<file path="config.mk">
export PLATFORM = sky130hd
export DESIGN_NAME = keypad_calc_ctrl
export DESIGN_NICKNAME = d
export VERILOG_FILES = /design/src/rtl/calc_pkg.sv /design/src/rtl/bcd_to_bin_seq.sv /design/src/rtl/keypad_calc_ctrl.sv
export SDC_FILE = /design/constraint.sdc
export NUM_CORES = 1
export LEC_CHECK = 0
export ABC_AREA = 1
export CAP_MARGIN = 25
export CORE_MARGIN = 2
export CORE_UTILIZATION = 35
export DETAILED_ROUTE_END_ITERATION = 10
export SYNTH_ARGS = -nofsm -noshare
export SYNTH_HDL_FRONTEND = slang
export SYNTH_HIERARCHICAL = 1
export SYNTH_SLANG_ARGS = --single-unit
</file>
<file path="constraint.sdc">
create_clock -name clk -period 3 [get_ports clk]
set_clock_uncertainty 0.1 [all_clocks]
set_input_delay 0.6 -clock clk [delete_from_list [all_inputs] [get_ports clk]]
set_output_delay 0.6 -clock clk [all_outputs]
set_load 0.01 [all_outputs]
</file>
<file path="src/rtl/calc_pkg.sv">
// Shared types and key codes for the keypad calculator front-end.
package calc_pkg;

  typedef enum logic [3:0] {
    StEntA  = 4'd0,
    StConvA = 4'd1,
    StWrA   = 4'd2,
    StOpsel = 4'd3,
    StWrOp  = 4'd4,
    StEntB  = 4'd5,
    StConvB = 4'd6,
    StWrB   = 4'd7,
    StRun   = 4'd8,
    StResRd = 4'd9,
    StShow  = 4'd10,
    StErr   = 4'd11
  } state_e;

  localparam logic [4:0] KEY_ENTER = 5'd10;
  localparam logic [4:0] KEY_CLR   = 5'd11;
  localparam logic [4:0] KEY_BS    = 5'd12;
  localparam logic [4:0] KEY_OP0   = 5'd16;

  typedef enum logic [1:0] {
    OpAdd = 2'd0,
    OpSub = 2'd1,
    OpAnd = 2'd2,
    OpOr  = 2'd3
  } op_e;

  function automatic logic is_op_key(input logic [4:0] k);
    return (k >= KEY_OP0) && (k <= KEY_OP0 + 5'd3);
  endfunction

endpackage

</file>
<file path="src/rtl/bcd_to_bin_seq.sv">
// Sequential BCD-to-binary converter, most significant digit first, one digit per cycle.
module bcd_to_bin_seq #(
  parameter int unsigned DIGITS = 4
) (
  input  logic                  clk,
  input  logic                  rst,
  input  logic                  start,
  input  logic [4*DIGITS-1:0]   bcd,
  output logic                  busy,
  output logic                  done,
  output logic [31:0]           bin
);

  localparam int unsigned W    = 4 * DIGITS;
  localparam int unsigned CntW = $clog2(DIGITS + 1);
  localparam logic [CntW-1:0] CntLast = CntW'(DIGITS - 1);

  logic [W-1:0]    shift_q, shift_d;
  logic [31:0]     acc_q, acc_d;
  logic [CntW-1:0] cnt_q, cnt_d;
  logic            busy_q, busy_d;
  logic            done_q, done_d;

  // The first digit is consumed on the start edge so the whole job spans DIGITS edges.
  always_comb begin
    shift_d = shift_q;
    acc_d   = acc_q;
    cnt_d   = cnt_q;
    busy_d  = busy_q;
    done_d  = 1'b0;
    if (busy_q) begin
      acc_d   = (acc_q << 3) + (acc_q << 1) + 32'(shift_q[W-1 -: 4]);
      shift_d = shift_q << 4;
      cnt_d   = cnt_q + 1'b1;
      if (cnt_q == CntLast) begin
        busy_d = 1'b0;
        done_d = 1'b1;
      end
    end else if (start) begin
      acc_d   = 32'(bcd[W-1 -: 4]);
      shift_d = bcd << 4;
      cnt_d   = CntW'(1);
      if (DIGITS == 1) begin
        done_d = 1'b1;
      end else begin
        busy_d = 1'b1;
      end
    end
  end

  always_ff @(posedge clk) begin
    if (rst) begin
      shift_q <= '0;
      acc_q   <= '0;
      cnt_q   <= '0;
      busy_q  <= 1'b0;
      done_q  <= 1'b0;
    end else begin
      shift_q <= shift_d;
      acc_q   <= acc_d;
      cnt_q   <= cnt_d;
      busy_q  <= busy_d;
      done_q  <= done_d;
    end
  end

  assign busy = busy_q;
  assign done = done_q;
  assign bin  = acc_q;

endmodule

</file>
<file path="src/rtl/keypad_calc_ctrl.sv">
// Keypad calculator front-end: collects operands and opcode, writes them to the CPU's
// mailbox, runs the CPU with a timeout and shows the result read back.
module keypad_calc_ctrl
  import calc_pkg::*;
#(
  parameter int unsigned DIGITS      = 4,
  parameter logic [31:0] ADDR_OP1    = 32'd220,
  parameter logic [31:0] ADDR_OP2    = 32'd240,
  parameter logic [31:0] ADDR_OPSEL  = 32'd260,
  parameter logic [31:0] ADDR_RESULT = 32'd280,
  parameter logic [31:0] ADDR_IDLE   = 32'd320,
  parameter logic [31:0] DONE_WORD   = 32'hFFFF_FFFF,
  parameter int unsigned TIMEOUT     = 1_000_000
) (
  input  logic                clk,
  input  logic                rst,
  input  logic                key_valid,
  input  logic [4:0]          key_code,
  input  logic [31:0]         instruction,
  input  logic [31:0]         data_in,
  output logic [31:0]         address,
  output logic [31:0]         data_out,
  output logic                fpga_en,
  output logic                fpga_write,
  output logic                cpu_en,
  output logic [4*DIGITS-1:0] disp,
  output logic [3:0]          state_o,
  output logic                error
);

  localparam int unsigned W = 4 * DIGITS;
  localparam logic [31:0] RunLast = 32'(TIMEOUT - 1);

  state_e       state_q, state_d;
  logic [W-1:0] fa_q, fa_d, fb_q, fb_d;
  logic [3:0]   na_q, na_d, nb_q, nb_d;
  op_e          op_q, op_d;
  logic         op_vld_q, op_vld_d;
  logic [31:0]  run_cnt_q, run_cnt_d;
  logic [31:0]  result_q, result_d;
  logic         done_q;

  logic         key_enter, key_clr, in_entry;
  logic         conv_start, conv_busy, conv_done;
  logic [31:0]  conv_bin;
  logic [W-1:0] conv_bcd;
  logic [W-1:0] ent_f;
  logic [3:0]   ent_n;

  assign key_enter  = key_valid && (key_code == KEY_ENTER);
  assign key_clr    = key_valid && (key_code == KEY_CLR);
  assign in_entry   = (state_q == StEntA) || (state_q == StEntB);
  assign conv_bcd   = (state_q == StEntB) ? fb_q : fa_q;
  assign conv_start = key_enter && in_entry && !conv_busy;

  bcd_to_bin_seq #(
    .DIGITS (DIGITS)
  ) u_conv (
    .clk   (clk),
    .rst   (rst),
    .start (conv_start),
    .bcd   (conv_bcd),
    .busy  (conv_busy),
    .done  (conv_done),
    .bin   (conv_bin)
  );

  // Edit of whichever operand field is active; committed only on a key strobe.
  always_comb begin
    ent_f = conv_bcd;
    ent_n = (state_q == StEntB) ? nb_q : na_q;
    if (key_code <= 5'd9) begin
      if (ent_n < 4'(DIGITS)) begin
        ent_f = (ent_f << 4) | W'(key_code[3:0]);
        ent_n = ent_n + 4'd1;
      end
    end else if (key_code == KEY_BS) begin
      if (ent_n != 4'd0) begin
        ent_f = ent_f >> 4;
        ent_n = ent_n - 4'd1;
      end
    end else if (key_code == KEY_CLR) begin
      ent_f = '0;
      ent_n = '0;
    end
  end

  always_comb begin
    state_d   = state_q;
    fa_d      = fa_q;
    na_d      = na_q;
    fb_d      = fb_q;
    nb_d      = nb_q;
    op_d      = op_q;
    op_vld_d  = op_vld_q;
    run_cnt_d = run_cnt_q;
    result_d  = result_q;
    case (state_q)
      StEntA: begin
        if (conv_start) begin
          state_d = StConvA;
        end else if (key_valid) begin
          fa_d = ent_f;
          na_d = ent_n;
        end
      end
      StConvA: if (conv_done) state_d = StWrA;
      StWrA:   state_d = StOpsel;
      StOpsel: begin
        if (key_valid) begin
          if (is_op_key(key_code)) begin
            op_d     = op_e'(2'(key_code - KEY_OP0));
            op_vld_d = 1'b1;
          end else if (key_clr) begin
            op_d     = OpAdd;
            op_vld_d = 1'b0;
          end else if (key_enter && op_vld_q) begin
            state_d = StWrOp;
          end
        end
      end
      StWrOp:  state_d = StEntB;
      StEntB: begin
        if (conv_start) begin
          state_d = StConvB;
        end else if (key_valid) begin
          fb_d = ent_f;
          nb_d = ent_n;
        end
      end
      StConvB: if (conv_done) state_d = StWrB;
      StWrB: begin
        state_d   = StRun;
        run_cnt_d = '0;
      end
      StRun: begin
        // Completion takes priority over a timeout landing on the same cycle.
        if (done_q) begin
          state_d = StResRd;
        end else if (run_cnt_q == RunLast) begin
          state_d = StErr;
        end else begin
          run_cnt_d = run_cnt_q + 32'd1;
        end
      end
      StResRd: begin
        result_d = data_in;
        state_d  = StShow;
      end
      StShow, StErr: begin
        if (key_enter || key_clr) begin
          state_d  = StEntA;
          fa_d     = '0;
          na_d     = '0;
          fb_d     = '0;
          nb_d     = '0;
          op_d     = OpAdd;
          op_vld_d = 1'b0;
        end
      end
      default: state_d = StEntA;
    endcase
  end

  always_ff @(posedge clk) begin
    if (rst) begin
      state_q   <= StEntA;
      fa_q      <= '0;
      na_q      <= '0;
      fb_q      <= '0;
      nb_q      <= '0;
      op_q      <= OpAdd;
      op_vld_q  <= 1'b0;
      run_cnt_q <= '0;
      result_q  <= '0;
      done_q    <= 1'b0;
    end else begin
      state_q   <= state_d;
      fa_q      <= fa_d;
      na_q      <= na_d;
      fb_q      <= fb_d;
      nb_q      <= nb_d;
      op_q      <= op_d;
      op_vld_q  <= op_vld_d;
      run_cnt_q <= run_cnt_d;
      result_q  <= result_d;
      done_q    <= (state_q == StRun) && (instruction == DONE_WORD);
    end
  end

  always_comb begin
    address    = ADDR_IDLE;
    data_out   = '0;
    fpga_en    = 1'b0;
    fpga_write = 1'b0;
    cpu_en     = 1'b0;
    error      = 1'b0;
    disp       = fa_q;
    case (state_q)
      StEntA, StConvA: disp = fa_q;
      StWrA: begin
        disp       = fa_q;
        address    = ADDR_OP1;
        data_out   = conv_bin;
        fpga_en    = 1'b1;
        fpga_write = 1'b1;
      end
      StOpsel: disp = W'(op_q);
      StWrOp: begin
        disp       = W'(op_q);
        address    = ADDR_OPSEL;
        data_out   = 32'(op_q);
        fpga_en    = 1'b1;
        fpga_write = 1'b1;
      end
      StEntB, StConvB: disp = fb_q;
      StWrB: begin
        disp       = fb_q;
        address    = ADDR_OP2;
        data_out   = conv_bin;
        fpga_en    = 1'b1;
        fpga_write = 1'b1;
      end
      StRun: begin
        disp   = fb_q;
        cpu_en = 1'b1;
      end
      StResRd: begin
        disp    = fb_q;
        address = ADDR_RESULT;
        fpga_en = 1'b1;
      end
      StShow: disp = W'(result_q);
      StErr: begin
        disp  = {DIGITS{4'hE}};
        error = 1'b1;
      end
      default: ;
    endcase
  end

  assign state_o = state_q;

endmodule

</file>
==> impl_metrics.ini <==
[run_status]
run_status = finished, final reports clean

[final_layout]
final_area_sq_mm = 0.0135
layout-drive-gt1-share_pct = 8.74
stdcell_count = 2370
area_delta_synth_final_pct = 21.3
diodes = 0
nets = 2092
final_core_util_pct = 42.9

[die]
core_area_sq_mm = 0.0314
rows = 65
dieArea_sq_mm = 0.0332
initial_core_util_pct = 35.4
io_pins = 160
die_y_um = 182
die_w_um = 182

[logic_synthesis]
yosys.area.top_type_share_pct = 26.1
synthTopCellsByArea = dfxtp_1 (26%), nand2_1 (18%), inv_1 (8.0%)
synth_flop_cell = dfxtp_1
ys_seq_area_share_pct = 26.1
synth_edf_count = 0
synth_largest_area_cell = dfxtp_1
synthArstFlopShare_pct = 0
yosysWarnings = 6
ys_types = 51
syn_inst = 1840
synth_seq_cells = 145
syn_area_sq_mm = 0.0111
avgSynthCellArea_sq_um = 6.04

[timing]
hold_ws_ns = 0.369
setup_viol = 0
slew_headroom_pct = 46.9
max_clock_freq_mhz = 345
layout_setup_ws_ns = 0.0993
tns_ns = 0
report.final.slew_viol_count = 0
worst_slew_pin_slew_ns = 0.794
hold_violations = 0
min_period_ns = 2.90
finalCritPeriodShare_pct = 96.7

[route]
ant_nets = 0
wirelength_um = 33400
drt-initial-drc-count = 716
drc_errors = 0
wl_per_cell_um = 14.1
vias_per_cell = 4.89
first_pass_iters = 7
vias = 11600

[setup_path]
critPathArrivalTime_ns = 2.20
worstPathRequired_ns = 2.30
end_kind = primary output
start_kind = flip-flop
path_class = flip-flop to primary output
cp_max_fo = 15

[cts]
numCtsBuffers = 17
cts.clk_slew.worst_paths_ns = 0.08
cts_sinks = 145
postCtsHoldBufs = 0
clk_latency_ns = 0.44
cts-root-buf = clkbuf_16
cts_buffer_depth = 2
cts_max_level = 4
cts_tree = yes

[global_routing]
antenna_found_initial = 0
grt_usage_pct = 20.2
grt_pass1_wl_um = 54600
grt_overflow_total = 0
grt_max_degree = 59
grt_pass1_vias = 10900

[power]
p_leak_nw = 6.59
finalPower_mw = 7.84
max-vdd-ir-drop_mv = 0.423
cellPowerDensity_mw_per_mm2 = 582

[placed_design]
dpl_worst_slack_ns = 0.0676
placed_cells = 2335
gp_congestion = 0.939
dpl.hpwl_um = 25500
postPlaceCellArea_sq_mm = 0.0127
port_buffers = 118

[hold_path]
hold_class = flip-flop to flip-flop

[job]
cap_violations = 0
[critical path, cell delays in order, from the launching register on]
cell and delay [ns]:
dfxtp_4 0.38, nand2_1 0.14, nor2_4 0.20, nor2_4 0.06, buf_12 0.13, buf_4 0.19
nor2_1 0.11, clkdlybuf4s50_1 0.54
[cells in the mapped netlist (5+ instances only)]
cell      instances
a21oi_1         155
a22oi_1          14
buf_2            19
buf_4            32
clkbuf_1         33
dfxtp_1         145
ha_1             63
inv_1           236
inv_2            12
nand2_1         540
nand2_2          19
nand3_1         101
nand3_2          10
nand3b_1          6
nand4_1          20
nor2_1          207
nor2_2           13
nor3_1           17
o211ai_1          5
o21ai_0         108
o21ai_1          14
xnor2_1           6
xor2_1           18
[area by class of cell]
type | instances | area (sq um)
repair buffers | 162 | 1590
inverters | 250 | 941
fillers | 3370 | 17900
clock inverters | 15 | 183
flip-flops and latches | 145 | 2910
well taps | 402 | 503
clock buffers | 17 | 425
multi-input cells | 1379 | 6920
[cell usage in the layout (no fill, tap or decap), types with 5 or more instances in the layout]
master / count
a21oi_1: 153
a21oi_2: 6
a22oi_1: 14
buf_4: 38
clkbuf_16: 17
clkdlybuf4s50_1: 87
clkinv_8: 6
conb_1: 25
dfxtp_1: 141
dlygate4sd2_1: 10
dlymetal6s2s_1: 20
ha_1: 63
inv_1: 233
inv_2: 15
inv_6: 5
nand2_1: 539
nand2_2: 19
nand3_1: 100
nand3_2: 11
nand3b_1: 6
nand4_1: 20
nor2_1: 199
nor2_2: 17
nor2_4: 6
nor3_1: 16
o211ai_1: 5
o21ai_0: 106
o21ai_1: 14
o21ai_2: 6
xnor2_1: 6
xor2_1: 18
[kinds of logic (layout without fill, tap and decap cells)]
logic type	Yosys count	count (layout)	share of synthesized area, %
simple gates	944	944	35.7
buf+inv	340	444	13.1
compound gates	321	321	15.7
flops	145	145	26.1
fa+ha+maj	65	65	7.46
xor+xnor	24	24	1.89
other cells	1	25	0.0338
[flip-flops by register name, indices dropped and copies added, names as in the netlist]
signal	count
na_q	4
state_o	4
u_conv/done	1
result_q	16
done_q	1
u_conv/cnt_q	3
u_conv/bin	32
op_vld_q	1
run_cnt_q	32
nb_q	4
u_conv/shift_q	12
fa_q	16
fb_q	16
op_q	2
u_conv/busy	1
[final timing paths]
check,cells past startpoint,end,from,slack (ns)
worst min register to register,2,u_conv/shift_q[7]$_SDFFE_PP0P_,u_conv/shift_q[7]$_SDFFE_PP0P_,0.37
worst max-delay path,7,data_out[28],state_o[1]$_SDFFE_PP0P_,0.1
worst min-delay path,2,u_conv/shift_q[7]$_SDFFE_PP0P_,u_conv/shift_q[7]$_SDFFE_PP0P_,0.37
worst max register to register,13,u_conv/bin[26]$_SDFFE_PP0P_,u_conv/bin[0]$_SDFFE_PP0P_,0.23
[power by group]
group	total, mW	internal [mW]	leakage [nW]	switching, mW
registers	2.37	2.17	1.18	0.192
logic	3.28	1.17	5.12	2.11
clock network	2.19	1.13	0.292	1.06
[routing by layer]
| layer | track usage, % | up-vias | share of wire, % |
|---|---|---|---|
| met2 | 35.2 | 250 | 48 |
| met4 | 6.13 | 0 | 2.0 |
| met3 | 2.59 | 34 | 3.7 |
| met1 | 26.1 | 5256 | 47 |
| met5 | 0 | - | 0 |
| li1 | - | 6042 | - |
[repair_timing]
action                                  CTS  global route
pin swaps                                 0             1
gates cloned                              1             0
endpoints found under the setup margin   50            41
resized for setup                        36            28
hold endpoints to repair                  0             0
setup buffers                             0             2
Note: power is estimated with default switching activity, not from simulation.
